File: src/rtl/reg_xfer_ctrl.sv
// reg_xfer_ctrl: command sequencer driving the GB80 register file.
// Turns MOV/LDI/LDI16/RD commands into timed read/write strobes.
module reg_xfer_ctrl #(
  parameter int DATA_WIDTH    = 8,
  parameter int ADDRESS_WIDTH = 3
) (
  input  logic                      i_clk,
  input  logic                      i_reset_n,
  input  logic                      i_cmd_valid,
  output logic                      o_cmd_ready,
  input  logic [1:0]                i_cmd_op,
  input  logic [ADDRESS_WIDTH-1:0]  i_cmd_dst,
  input  logic [ADDRESS_WIDTH-1:0]  i_cmd_src,
  input  logic [2*DATA_WIDTH-1:0]   i_cmd_imm,
  output logic                      o_rf_wr_en,
  output logic                      o_rf_rd_en,
  output logic [ADDRESS_WIDTH-1:0]  o_rf_addr,
  output logic [DATA_WIDTH-1:0]     o_rf_wdata,
  input  logic [DATA_WIDTH-1:0]     i_rf_rdata,
  output logic                      o_rsp_valid,
  input  logic                      i_rsp_ready,
  output logic [DATA_WIDTH-1:0]     o_rsp_data,
  output logic                      o_done,
  output logic                      o_err
);

  typedef enum logic [2:0] {
    IDLE, RD, RWAIT, WR, WR_HI, WR_LO, RSP
  } state_t;

  localparam logic [1:0] OP_MOV   = 2'd0;
  localparam logic [1:0] OP_LDI   = 2'd1;
  localparam logic [1:0] OP_LDI16 = 2'd2;
  localparam logic [1:0] OP_RD    = 2'd3;

  localparam logic [ADDRESS_WIDTH-1:0] MEM = ADDRESS_WIDTH'(6);

  state_t                     state;
  logic [ADDRESS_WIDTH-1:0]   dst_q;
  logic [DATA_WIDTH-1:0]      imm_q;
  logic                       is_rd;

  // Decode of the command currently on the inputs
  logic dst_mem, src_mem, pair_bad, illegal;
  logic [ADDRESS_WIDTH-1:0] pair_hi, pair_lo;

  // Combinational legality check and LDI16 pair address build
  always_comb begin
    dst_mem  = (i_cmd_dst == MEM);
    src_mem  = (i_cmd_src == MEM);
    pair_bad = (i_cmd_dst[1:0] == 2'd3);
    pair_hi  = ADDRESS_WIDTH'({i_cmd_dst[1:0], 1'b0});
    pair_lo  = ADDRESS_WIDTH'({i_cmd_dst[1:0], 1'b1});
    illegal  = 1'b0;
    case (i_cmd_op)
      OP_MOV:   illegal = dst_mem | src_mem;
      OP_LDI:   illegal = dst_mem;
      OP_LDI16: illegal = pair_bad;
      default:  illegal = src_mem;
    endcase
  end

  // Sequencer FSM with all outputs registered
  always_ff @(posedge i_clk or negedge i_reset_n) begin
    if (!i_reset_n) begin
      state       <= IDLE;
      dst_q       <= '0;
      imm_q       <= '0;
      is_rd       <= 1'b0;
      o_cmd_ready <= 1'b0;
      o_rf_wr_en  <= 1'b0;
      o_rf_rd_en  <= 1'b0;
      o_rf_addr   <= '0;
      o_rf_wdata  <= '0;
      o_rsp_valid <= 1'b0;
      o_rsp_data  <= '0;
      o_done      <= 1'b0;
      o_err       <= 1'b0;
    end else begin
      o_rf_wr_en <= 1'b0;
      o_rf_rd_en <= 1'b0;
      o_done     <= 1'b0;
      o_err      <= 1'b0;
      case (state)
        IDLE: begin
          if (o_cmd_ready && i_cmd_valid) begin
            o_cmd_ready <= 1'b0;
            if (illegal) begin
              o_err <= 1'b1;
            end else begin
              case (i_cmd_op)
                OP_MOV, OP_RD: begin
                  o_rf_rd_en <= 1'b1;
                  o_rf_addr  <= i_cmd_src;
                  dst_q      <= i_cmd_dst;
                  is_rd      <= (i_cmd_op == OP_RD);
                  state      <= RD;
                end
                OP_LDI: begin
                  o_rf_wr_en <= 1'b1;
                  o_rf_addr  <= i_cmd_dst;
                  o_rf_wdata <= i_cmd_imm[DATA_WIDTH-1:0];
                  o_done     <= 1'b1;
                  state      <= WR;
                end
                default: begin
                  o_rf_wr_en <= 1'b1;
                  o_rf_addr  <= pair_hi;
                  o_rf_wdata <= i_cmd_imm[2*DATA_WIDTH-1:DATA_WIDTH];
                  dst_q      <= pair_lo;
                  imm_q      <= i_cmd_imm[DATA_WIDTH-1:0];
                  state      <= WR_HI;
                end
              endcase
            end
          end else begin
            o_cmd_ready <= 1'b1;
          end
        end
        RD: begin
          state <= RWAIT;
        end
        RWAIT: begin
          o_done <= 1'b1;
          if (is_rd) begin
            o_rsp_valid <= 1'b1;
            o_rsp_data  <= i_rf_rdata;
            state       <= RSP;
          end else begin
            o_rf_wr_en <= 1'b1;
            o_rf_addr  <= dst_q;
            o_rf_wdata <= i_rf_rdata;
            state      <= WR;
          end
        end
        WR_HI: begin
          o_rf_wr_en <= 1'b1;
          o_rf_addr  <= dst_q;
          o_rf_wdata <= imm_q;
          o_done     <= 1'b1;
          state      <= WR_LO;
        end
        WR, WR_LO: begin
          o_cmd_ready <= 1'b1;
          state       <= IDLE;
        end
        RSP: begin
          if (i_rsp_ready) begin
            o_rsp_valid <= 1'b0;
            o_cmd_ready <= 1'b1;
            state       <= IDLE;
          end
        end
        default: state <= IDLE;
      endcase
    end
  end

endmodule

File: config.mk
export PLATFORM = sky130hd
export DESIGN_NAME = reg_xfer_ctrl
export DESIGN_NICKNAME = d
export VERILOG_FILES = /design/src/rtl/reg_xfer_ctrl.sv
export SDC_FILE = /design/constraint.sdc
export NUM_CORES = 1
export LEC_CHECK = 0
export BUFFER_PORTS_ARGS = -buffer_cell sky130_fd_sc_hd__buf_2
export CAP_MARGIN = 20
export CORE_MARGIN = 10
export CORE_UTILIZATION = 51
export CTS_BUF_LIST = sky130_fd_sc_hd__clkbuf_8
export DETAILED_ROUTE_END_ITERATION = 6
export PLACE_DENSITY = 0.77
export SLEW_MARGIN = 25
export SYNTH_ARGS = -nofsm -noshare
export SYNTH_HDL_FRONTEND = slang
export SYNTH_SLANG_ARGS = --single-unit
File: constraint.sdc
create_clock -name i_clk -period 2.3 [get_ports i_clk]
set_input_delay 0.23 -clock i_clk [delete_from_list [all_inputs] [get_ports i_clk]]
set_output_delay 0.23 -clock i_clk [all_outputs]
set_load 0.02 [all_outputs]
==> results of run 1 <==
-- power by group --
part           switching (mW)  internal (mW)  total (mW)
logic                    1.05          0.957        2.01
registers               0.179           1.03        1.21
clock network           0.258          0.212       0.469
-- per-layer routing --
metal | global-route usage (%) | wire length (µm) | vias to the layer above
li1 | - | - | 899
met1 | 19.03 | 2576 | 863
met2 | 23.44 | 2602 | 68
met3 | 3.493 | 448 | 7
met4 | 5.727 | 81 | 0
met5 | 0 | 0 | -
-- per-stage QoR --
step,worst slack (ns),power (mW),cells
finish,0.4476,3.685,328
global placement,0.3608,3.187,320
floorplan,0.5320,2.730,215
global route,0.3383,3.957,328
detailed placement,0.3194,3.228,320
CTS,0.4554,3.710,328
-- area by class of cell --
cell class                      count  area share (%)
Sequential cell                    40           35.60
Inverter                           10           1.335
Tap cell                           52           2.314
Timing Repair Buffer               67           12.55
Clock inverter                      3          0.6676
Multi-Input combinational cell    151           45.08
Clock buffer                        5           2.448
-- flip-flops by register name, summed over array words and instances (netlist names), 3 cells and up --
signal / count
o_rf_wdata: 8
state: 3
o_rsp_data: 8
o_rf_addr: 3
dst_q: 3
imm_q: 8
-- cell usage in the layout (no fill, tap or decap), types with 5 or more instances in the layout --
cell	n
ha_1	6
mux2i_1	11
buf_2	60
a2bb2oi_1	8
buf_4	7
mux2_2	17
clkbuf_8	5
nor2_1	16
dfrtp_1	40
a221oi_1	10
inv_1	10
nand2_1	16
a21oi_1	5
mux2_4	16
o21ai_0	12
-- cells by family (layout without fill, tap and decap cells) --
group / Yosys count / in the layout / share of synthesized area, %
and+or+nand+nor: 51 / 51 / 11.26
AOI/OAI and AO/OA: 48 / 48 / 14.76
muxes: 44 / 44 / 22.67
DFF: 40 / 40 / 41.88
buffers and inverters: 24 / 85 / 5.079
adders and majority gates: 7 / 7 / 3.979
xor gates and xnor gates: 1 / 1 / 0.3666
-- worst paths after layout --
kind / start / to / slack [ns]
worst max-delay path: state[2] / o_rf_wdata[7] / 0.45
max in group asynchronous: i_reset_n / o_rf_addr[1] / 1.69
worst max register to register: state[2] / o_rf_wdata[7] / 0.45
worst min-delay path: i_reset_n / state[1] / 0.04
min in group i_clk: i_rsp_ready / state[1] / 0.16
worst min register to register: o_rf_addr[2] / o_rf_addr[2] / 0.50
==> metrics.md, run 1 <==
| Metric | Value |
|---|---|
| Status | finished clean |
| Resized cells post-CTS | 0 |
| Worst-Skew Late Latency | 0.30 ns |
| Slew margin rel. | 40.77% |
| Hold crit path type | primary input to asynchronous set/reset pin |
| Core Box Area | 4444 µm² |
| Cell Area, Synth | 2390 µm² |
| Initial antenna violation count | 0 |
| Number of max-cap violations | 0 |
| Lkg Pwr | 1.375 nW |
| Max stage delay on crit path | 0.50 ns |
| DRC Markers | 0 |
| Multi-input logic area | 1267 µm² |
| Worst EP arrival | 2.04 ns |
| 1st-iter DRT viols | 167 |
| Commonest cells in the netlist | dfrtp_1, mux2_2, mux2_4, nand2_1, nor2_1 |
| Design Area, Final | 2811 µm² |
| Critical Path Start Type | flop |
| Tcrit/Tclk final | 80.54% |
| CP endpoint kind | flop |
| Rows | 24 |
| IO Count | 61 |
| Predominant post-synthesis flop cell | dfrtp_1 |
| Worst Skew | 0.005748 ns |
| CP bufs+invs | 1 |
| Horiz. Die Dim | 88.46 µm |
| Vias in the first global route | 1897 |
| Flop and latch count out of synthesis | 40 |
| Post-CTS Hold Buffers | 0 |
| Worst r2r path cells | 4 |
| Tmin final | 1.852 ns |
| Fillers | 363 |
| Routed wire length | 5.708 mm |
| Req. time, crit path | 2.48 ns |
| DR WL/cell | 17.40 µm |
| Number of buffers created by CTS | 5 |
| CTS tree | yes |
| Top Family by Delay on Critical Path | flip-flops |
| Post-synthesis cell type count | 38 |
| Slowest-stage cell, CP | dfrtp_1 |
| Final setup fails | 0 |
| Yosys top cell area share | 41.88% |
| Area grow syn2layout | 17.64% |
| TNS Setup | 0 ns |
| Die height | 88.46 µm |
| Clk sinks | 40 |
| # H-tree levels | 2 |
| Post-CTS setup buffer count | 0 |
| Hpwl dp | 4.316 mm |
| Slew Viols, Final | 0 |
| PortBufs | 60 |
| Syn Nets | 258 |
| Global-route wire length before repair | 9.170 mm |
| YS warnings | 0 |
| Post-route ant nets | 0 |
| Share of cells above drive strength 1 | 42.03% |
| RSZ-0062 raised after global routing | no |
| Die Area | 7824 µm² |
| Sequential area share after synthesis | 41.88% |
| Drt pass-1 iters | 4 |
| CP max FO | 12 |
| Remaining Overflow, GRT | 0 |
| CP Class | flop to flop |
| Largest net degree at the start of global routing | 41 |
| Register Area | 1001 µm² |
| Cell count after synthesis | 215 |
| Ant diodes | 0 |
| Syn_area_per_cell | 11.12 µm² |
| Maximum root-to-sink buffer count | 2 |
| CP Depth | 4 |
| Cells along the critical path | buf_4 > nor3b_4 > a31o_2 > mux2_4 |
| Power Density | 1311 nW/µm² |
| Most frequent cell after synthesis | dfrtp_1 |
| Dpl cell area | 2724 µm² |
| Async SR Flop Fraction | 100.0% |
| Final GP Congestion | 0.8347 |
| Worst hold slack | 0.04090 ns |
| Via density | 5.601 |
| # nets final | 318 |
| Hold Vio Cnt, Final | 0 |
| Initial Util | 53.77% |
| Root Buffer | clkbuf_8 |
| Ranking of synthesized cells by area | dfrtp_1, mux2_4, mux2_2 |
| Peak VDD IR | 0.7125 mV |
| F_max | 539.8 MHz |
| GRT Total Usage | 14.78% |
| Post-synth EDFFs | 0 |
| Clock-pin slew of the registers on the worst-case setup and hold paths | 0.08 ns |
| Worst slew pin tran | 0.8884 ns |
| Area leader, netlist | dfrtp_1 |
| Via Count | 1837 |
| Utilization after layout | 63.26% |
(Power assumes the default switching activity.)
==> run 2, diff against run 1 <==
--- a/config.mk
+++ b/config.mk
@@ -5,13 +5,14 @@
 export SDC_FILE = /design/constraint.sdc
 export NUM_CORES = 1
 export LEC_CHECK = 0
+export ABC_AREA = 1
 export BUFFER_PORTS_ARGS = -buffer_cell sky130_fd_sc_hd__buf_2
 export CAP_MARGIN = 20
 export CORE_MARGIN = 10
-export CORE_UTILIZATION = 51
+export CORE_UTILIZATION = 49
 export CTS_BUF_LIST = sky130_fd_sc_hd__clkbuf_8
 export DETAILED_ROUTE_END_ITERATION = 6
-export PLACE_DENSITY = 0.77
+export PLACE_DENSITY = 0.78
 export SLEW_MARGIN = 25
 export SYNTH_ARGS = -nofsm -noshare
 export SYNTH_HDL_FRONTEND = slang
==> constraint.sdc (replaced) <==
create_clock -name i_clk -period 1.52 [get_ports i_clk]
set_input_delay 0.152 -clock i_clk [delete_from_list [all_inputs] [get_ports i_clk]]
set_output_delay 0.152 -clock i_clk [all_outputs]
set_load 0.02 [all_outputs]
==> run 2 against run 1 <==
  * Synthesized cell count grew 36%
  * Sequential power rose by 53%
  * Count of clock-buffer cells in the layout unchanged
  * Total power up 58%
  * Sequential share of layout area is 1.7 points lower
  * Via count up 21%
  * Global-route usage increased by 0.55 points
  * Hold slack gained 0.026 ns
  * Die area fell by 0.21%
  * Clock power up 51%
  * Area after synthesis decreased by 4.2%
  * Highest routed layer unchanged
==> metrics.md, run 2 <==
| Metric | Value |
|---|---|
| Status | finished clean |
| Root Buffer | clkbuf_8 |
| Hold crit path type | primary input to flop |
| Register Area | 1002 µm² |
| Core Box Area | 4444 µm² |
| Commonest cells after routing, fill and taps aside | nand2_1, buf_2, dfrtp_1, inv_1, nand3_1 |
| Worst hold slack | 0.06651 ns |
| Die height | 88.36 µm |
| Ranking of synthesized cells by area | dfrtp_1, nand2_1, nand3_1 |
| Worst-Skew Late Latency | 0.29 ns |
| Met2 usage | 25.18% |
| Yosys top cell area share | 43.72% |
| Clk sinks | 40 |
| Final GP Congestion | 0.8715 |
| Number of max-cap violations | 0 |
| DR WL/cell | 14.43 µm |
| Largest regs | imm_q (8), o_rf_wdata (8), o_rsp_data (8) |
| Reg2reg end | o_rf_wdata[0] |
| Clock-pin slew of the registers on the worst-case setup and hold paths | 0.09 ns |
| Vias in the first global route | 2110 |
| Most frequent cell after synthesis | nand2_1 |
| Setup crit end | o_rf_wdata[0] |
| Slew Viols, Final | 0 |
| Maximum root-to-sink buffer count | 2 |
| IO Count | 61 |
| Worst Setup SP | state[1] |
| Initial Util | 51.52% |
| Reg2reg start | state[1] |
| CP bufs+invs | 4 |
| Critical Path Start Type | flop |
| Peak VDD IR | 0.8205 mV |
| Area grow syn2layout | 29.18% |
| Dpl cells | 413 |
| YS warnings | 0 |
| F_max | 673.0 MHz |
| DRC Markers | 0 |
| PortBufs | 60 |
| Worst r2r path cells | 9 |
| Via Count | 2223 |
| Syn_area_per_cell | 7.815 µm² |
| Worst slew pin tran | 0.4924 ns |
| Area leader, netlist | dfrtp_1 |
| Number of buffers created by CTS | 5 |
| Largest net degree at the start of global routing | 41 |
| Remaining Overflow, GRT | 0 |
| Lkg Pwr | 1.624 nW |
| Tmin final | 1.486 ns |
| 1st-iter DRT viols | 126 |
| Hpwl dp | 4.559 mm |
| Grt met1 use | 18.87% |
| Fillers | 381 |
| Final std cells w/o fill | 429 |
| Tcrit/Tclk final | 97.76% |
| # nets final | 419 |
| Ant diodes | 0 |
| Cells along the critical path | inv_2 > nand2_4 > buf_4 > inv_2 > o21ai_2 > nor2_4 > buf_12 > nand4_1 > nand2_1 |
| Power, Total | 5.820 mW |
| CP Class | flop to flop |
| Routed wire length | 6.191 mm |
| RSZ-0062 raised after global routing | yes |
| TNS Setup | 0 ns |
| GRT Total Usage | 15.33% |
| Worst EP arrival | 1.67 ns |
| Sequential area share after synthesis | 43.72% |
| Hold path start | i_rf_rdata[0] |
| Power Density | 1968 nW/µm² |
| Crit path top cell by count | inv_2 |
| Post-synthesis cell type count | 24 |
| Predominant post-synthesis flop cell | dfrtp_1 |
| Commonest cells in the netlist | nand2_1, dfrtp_1, inv_1 |
| Max stage delay on crit path | 0.40 ns |
| Via density | 5.182 |
| Global-route wire length before repair | 9.729 mm |
| Die Area | 7807 µm² |
| Cell count after synthesis | 293 |
| Flop and latch count out of synthesis | 40 |
| Top Family by Delay on Critical Path | flip-flops |
| CP Depth | 9 |
| Most common cell after layout, fill and taps aside | nand2_1 |
| Drt pass-1 iters | 4 |
| Initial antenna violation count | 0 |
| FF-to-FF setup slack | 0.03 ns |
| Worst Skew | 0.008075 ns |
| Rows | 24 |
| Met3 Use GR | 3.860% |
| Cell Area, Synth | 2290 µm² |
| CTS tree | yes |
| CP endpoint kind | flop |
| Slew margin rel. | 67.17% |
| Post-route ant nets | 0 |
| GR peak layer | met2 |
| Share of cells above drive strength 1 | 35.01% |
| Final setup fails | 0 |
| Post-synth EDFFs | 0 |
| Syn Nets | 336 |
| Hold Vio Cnt, Final | 0 |
| Slowest-stage cell, CP | dfrtp_1 |
| Multi-input logic area | 1186 µm² |
| Horiz. Die Dim | 88.36 µm |
| Req. time, crit path | 1.71 ns |
| # H-tree levels | 2 |
| Async SR Flop Fraction | 100.0% |
| CP max FO | 7 |
-- run 2: cell types whose count changed in the layout (fill, tap and decap cells not counted), sizes merged, moves of 3 or more --
cell and change:
a221oi -10, a2bb2oi -8, and3 -3, buf +13, inv +19, mux2 -33
mux2i -9, nand2 +112, nand3 +19, nand4 +11, nor2b -3, o21ai +10
o31ai -3
-- run 2: metal layers --
| layer | share of wire [%] | wire length [µm] | up-vias |
|---|---|---|---|
| met3 | 6.2 | 381 | 15 |
| met5 | 0 | 0 | - |
| met1 | 43 | 2652 | 1030 |
| li1 | - | - | 1107 |
| met2 | 49 | 3008 | 71 |
| met4 | 2.4 | 149 | 0 |
-- run 2: timing repair --
item	in CTS	in global routing
hold buffers	1	0
gates resized for setup	0	16
hold endpoints to repair	40	0
endpoints found under the setup margin	0	22
setup buffers	0	5
-- run 2: power breakdown --
| group | switching, mW | internal [mW] |
|---|---|---|
| combinational | 1.99 | 1.27 |
| clock | 0.390 | 0.320 |
| sequential | 0.299 | 1.55 |
| total | 2.68 | 3.14 |
-- run 2: final cells by class --
class                   instances  share of cell area [%]
multi-input cells             219                   40.10
flip-flops and latches         40                   33.88
repair buffers                 81                   17.09
inverters                      29                   3.765
clock buffers                   5                   2.327
well taps                      52                   2.200
clock inverters                 3                  0.6345
-- run 2: logic make-up after synthesis --
| group | count (synthesis) | share of synthesized area [%] |
|---|---|---|
| flip-flops | 40 | 43.72 |
| AND/OR/NAND/NOR | 177 | 35.79 |
| AO/OA/AOI/OAI | 31 | 8.251 |
| adder cells (fa/ha/maj) | 7 | 4.153 |
| multiplexers | 2 | 0.8744 |
| buffers and inverters | 36 | 7.213 |
-- run 2: worst min path at each step --
stage / end / depth (start not counted) / slack (ns)
after CTS: o_rsp_data[7] / 3 / 0.07
after global routing: o_rsp_data[0] / 3 / 0.08
after global placement: o_rf_rd_en / 2 / 0.23
after detailed placement: o_rf_rd_en / 2 / 0.24
after floorplan: dst_q[0] / 0 / -0.14
final: o_rsp_data[0] / 3 / 0.07
-- run 2: stage by stage --
stage	area, µm²	util (%)	worst slack (ns)
after floorplan	2290	-	0.1603
after global placement	2749	61.85	0.01923
after detailed placement	2749	61.85	-0.05499
after CTS	2846	64.05	0.008494
after global routing	2958	66.55	-0.04815
final	2958	66.55	0.03406
-- run 2: worst register-to-register path, cell delays in order, from the launching register on --
cell	delay [ns]
dfrtp_1	0.40
inv_2	0.06
nand2_4	0.12
buf_4	0.13
inv_2	0.04
o21ai_2	0.25
nor2_4	0.09
buf_12	0.14
nand4_1	0.10
nand2_1	0.06
==> run 3, diff against run 2 <==
--- a/config.mk
+++ b/config.mk
@@ -9,10 +9,10 @@
 export BUFFER_PORTS_ARGS = -buffer_cell sky130_fd_sc_hd__buf_2
 export CAP_MARGIN = 20
 export CORE_MARGIN = 10
-export CORE_UTILIZATION = 49
-export CTS_BUF_LIST = sky130_fd_sc_hd__clkbuf_8
+export CORE_UTILIZATION = 47
+export CTS_BUF_LIST = sky130_fd_sc_hd__clkbuf_4 sky130_fd_sc_hd__clkbuf_8 sky130_fd_sc_hd__clkbuf_16
 export DETAILED_ROUTE_END_ITERATION = 6
-export PLACE_DENSITY = 0.78
+export PLACE_DENSITY = 0.75
 export SLEW_MARGIN = 25
 export SYNTH_ARGS = -nofsm -noshare
 export SYNTH_HDL_FRONTEND = slang
==> run 3 against run 2 <==
  * Critical path depth is 5 lower
  * Combinational power down 5%
  * Flip-flop and latch count unchanged
  * Critical endpoint is now o_cmd_ready
  * Largest power group unchanged
==> metrics.md, run 3 (same netlist as run 2, synthesis figures left out) <==
| Metric | Value |
|---|---|
| Status | finished clean |
| Initial antenna violation count | 0 |
| Slew margin rel. | 80.66% |
| F_max | 699.7 MHz |
| Largest net degree at the start of global routing | 41 |
| Drt pass-1 iters | 4 |
| CP Class | flop to flop |
| Tcrit/Tclk final | 94.02% |
| Final GP Congestion | 0.8496 |
| Hold crit path type | primary input to flop |
| Worst Setup SP | state[1] |
| Area grow syn2layout | 27.98% |
| Utilization after layout | 62.04% |
| Rows | 25 |
| Critical Path Start Type | flop |
| Cells along the critical path | buf_4 > fa_1 > nor3_1 > a21oi_1 |
| DRC Markers | 0 |
| GRT Total Usage | 14.42% |
| FF-to-FF setup slack | 0.09 ns |
| Clk sinks | 40 |
| Clock-pin slew of the registers on the worst-case setup and hold paths | 0.09 ns |
| Worst EP arrival | 1.61 ns |
| CP max FO | 3 |
| Worst Skew | 0.01009 ns |
| Post-route ant nets | 0 |
| Dpl cell area | 2773 µm² |
| Slew Viols, Final | 0 |
| Share of cells above drive strength 1 | 33.06% |
| Setup WS pre-CTS | -0.06266 ns |
| Hpwl dp | 4.536 mm |
| Peak VDD IR | 0.6531 mV |
| Slowest-stage cell, CP | fa_1 |
| Die Area | 8063 µm² |
| PortBufs | 60 |
| Commonest cells after routing, fill and taps aside | nand2_1, buf_2, dfrtp_1, inv_1, nand3_1 |
| Number of buffers created by CTS | 5 |
| CTS tree | yes |
| DR WL/cell | 13.40 µm |
| Maximum root-to-sink buffer count | 2 |
| IO Count | 61 |
| Global-route wire length before repair | 9.873 mm |
| Remaining Overflow, GRT | 0 |
| Req. time, crit path | 1.70 ns |
| Routed wire length | 5.882 mm |
| CP bufs+invs | 1 |
| Final setup fails | 0 |
| Max stage delay on crit path | 0.48 ns |
| Number of max-cap violations | 0 |
| Worst-Skew Late Latency | 0.30 ns |
| Core Box Area | 4723 µm² |
| Hold path start | i_rf_rdata[6] |
| Reg2reg end | o_cmd_ready |
| Hold depth | 3 |
| Via Count | 2125 |
| Top Family by Delay on Critical Path | adder cells |
| # H-tree levels | 2 |
| Hold Vio Cnt, Final | 0 |
| Tmin final | 1.429 ns |
| Worst r2r path cells | 4 |
| Power Density | 1926 nW/µm² |
| 1st-iter DRT viols | 90 |
| Largest regs | imm_q (8), o_rf_wdata (8), o_rsp_data (8) |
| # nets final | 414 |
| Vias in the first global route | 2127 |
| Die height | 89.80 µm |
| Ant diodes | 0 |
| Worst slew pin tran | 0.2901 ns |
| Power, Total | 5.643 mW |
| Design Area, Final | 2930 µm² |
| Worst Slack Setup Final | 0.09092 ns |
| Most common cell after layout, fill and taps aside | nand2_1 |
| Horiz. Die Dim | 89.80 µm |
| Reg2reg start | state[1] |
| Initial Util | 48.48% |
| Root Buffer | clkbuf_8 |
| CP endpoint kind | flop |
| Via density | 4.841 |
| Worst Hold Path EP | o_rsp_data[6] |
| Lkg Pwr | 1.602 nW |
[run 3: changes by cell type in the layout (fill, tap and decap cells not counted)]
| cell | delta |
|---|---|
| buf_12 | +1 |
| nor2_1 | -2 |
| nor2_2 | +3 |
| nand2_1 | +6 |
| buf_4 | -6 |
| nand3_4 | -1 |
| nand2_2 | -6 |
[run 3: worst reg2reg max path, cell delays in order (launching register included)]
cell     delay [ns]
dfrtp_1        0.41
buf_4          0.16
fa_1           0.48
nor3_1         0.19
a21oi_1        0.08
[run 3: final cells by class]
type / instances / area [µm²]
fillers: 427 / 1793
clock buffers: 5 / 68.82
clock inverters: 3 / 18.77
inverters: 29 / 111.4
well taps: 67 / 83.83
flip-flops and latches: 40 / 1002
repair buffers: 76 / 480.5
multi-input cells: 219 / 1165
[run 3: worst max-delay path by stage]
stage / endpoint / slack [ns] / depth (start not counted)
after CTS: state[0] / 0.006 / 9
after global placement: state[1] / 0.02 / 10
after floorplan: imm_q[6] / 0.16 / 9
after detailed placement: o_rf_addr[0] / -0.06 / 11
after global routing: state[2] / -0.02 / 8
final: o_cmd_ready / 0.09 / 4
[run 3: report_power, final]
| part | internal, mW | switching, mW | total [mW] |
|---|---|---|---|
| Clock | 0.320 | 0.393 | 0.713 |
| Sequential | 1.55 | 0.286 | 1.84 |
| Combinational | 1.16 | 1.94 | 3.09 |
[run 3: stage by stage]
step	TNS, ns	hold WS, ns	std cells
after detailed placement	-0.4347	0.1376	427
after global placement	0	0.1345	427
after global routing	-0.02562	0.06248	439
after floorplan	0	-0.1436	293
final	0	0.05393	439
after CTS	0	0.05974	436
[run 3: timing repair]
item / CTS / global route
cloned: 0 / 2
endpoints found under the setup margin: 1 / 15
hold endpoints to repair: 40 / 0
gates resized for setup: 2 / 9
hold buffers: 1 / 0
buffers inserted: 0 / 1
pin swaps: 2 / 5
[run 3: metal layers]
metal,track usage (%),share of wire [%],vias up
li1,-,-,1095
met1,17.62,45,971
met2,24.03,48,48
met3,3.574,5.0,11
met4,4.987,2.0,0
met5,0,0,-
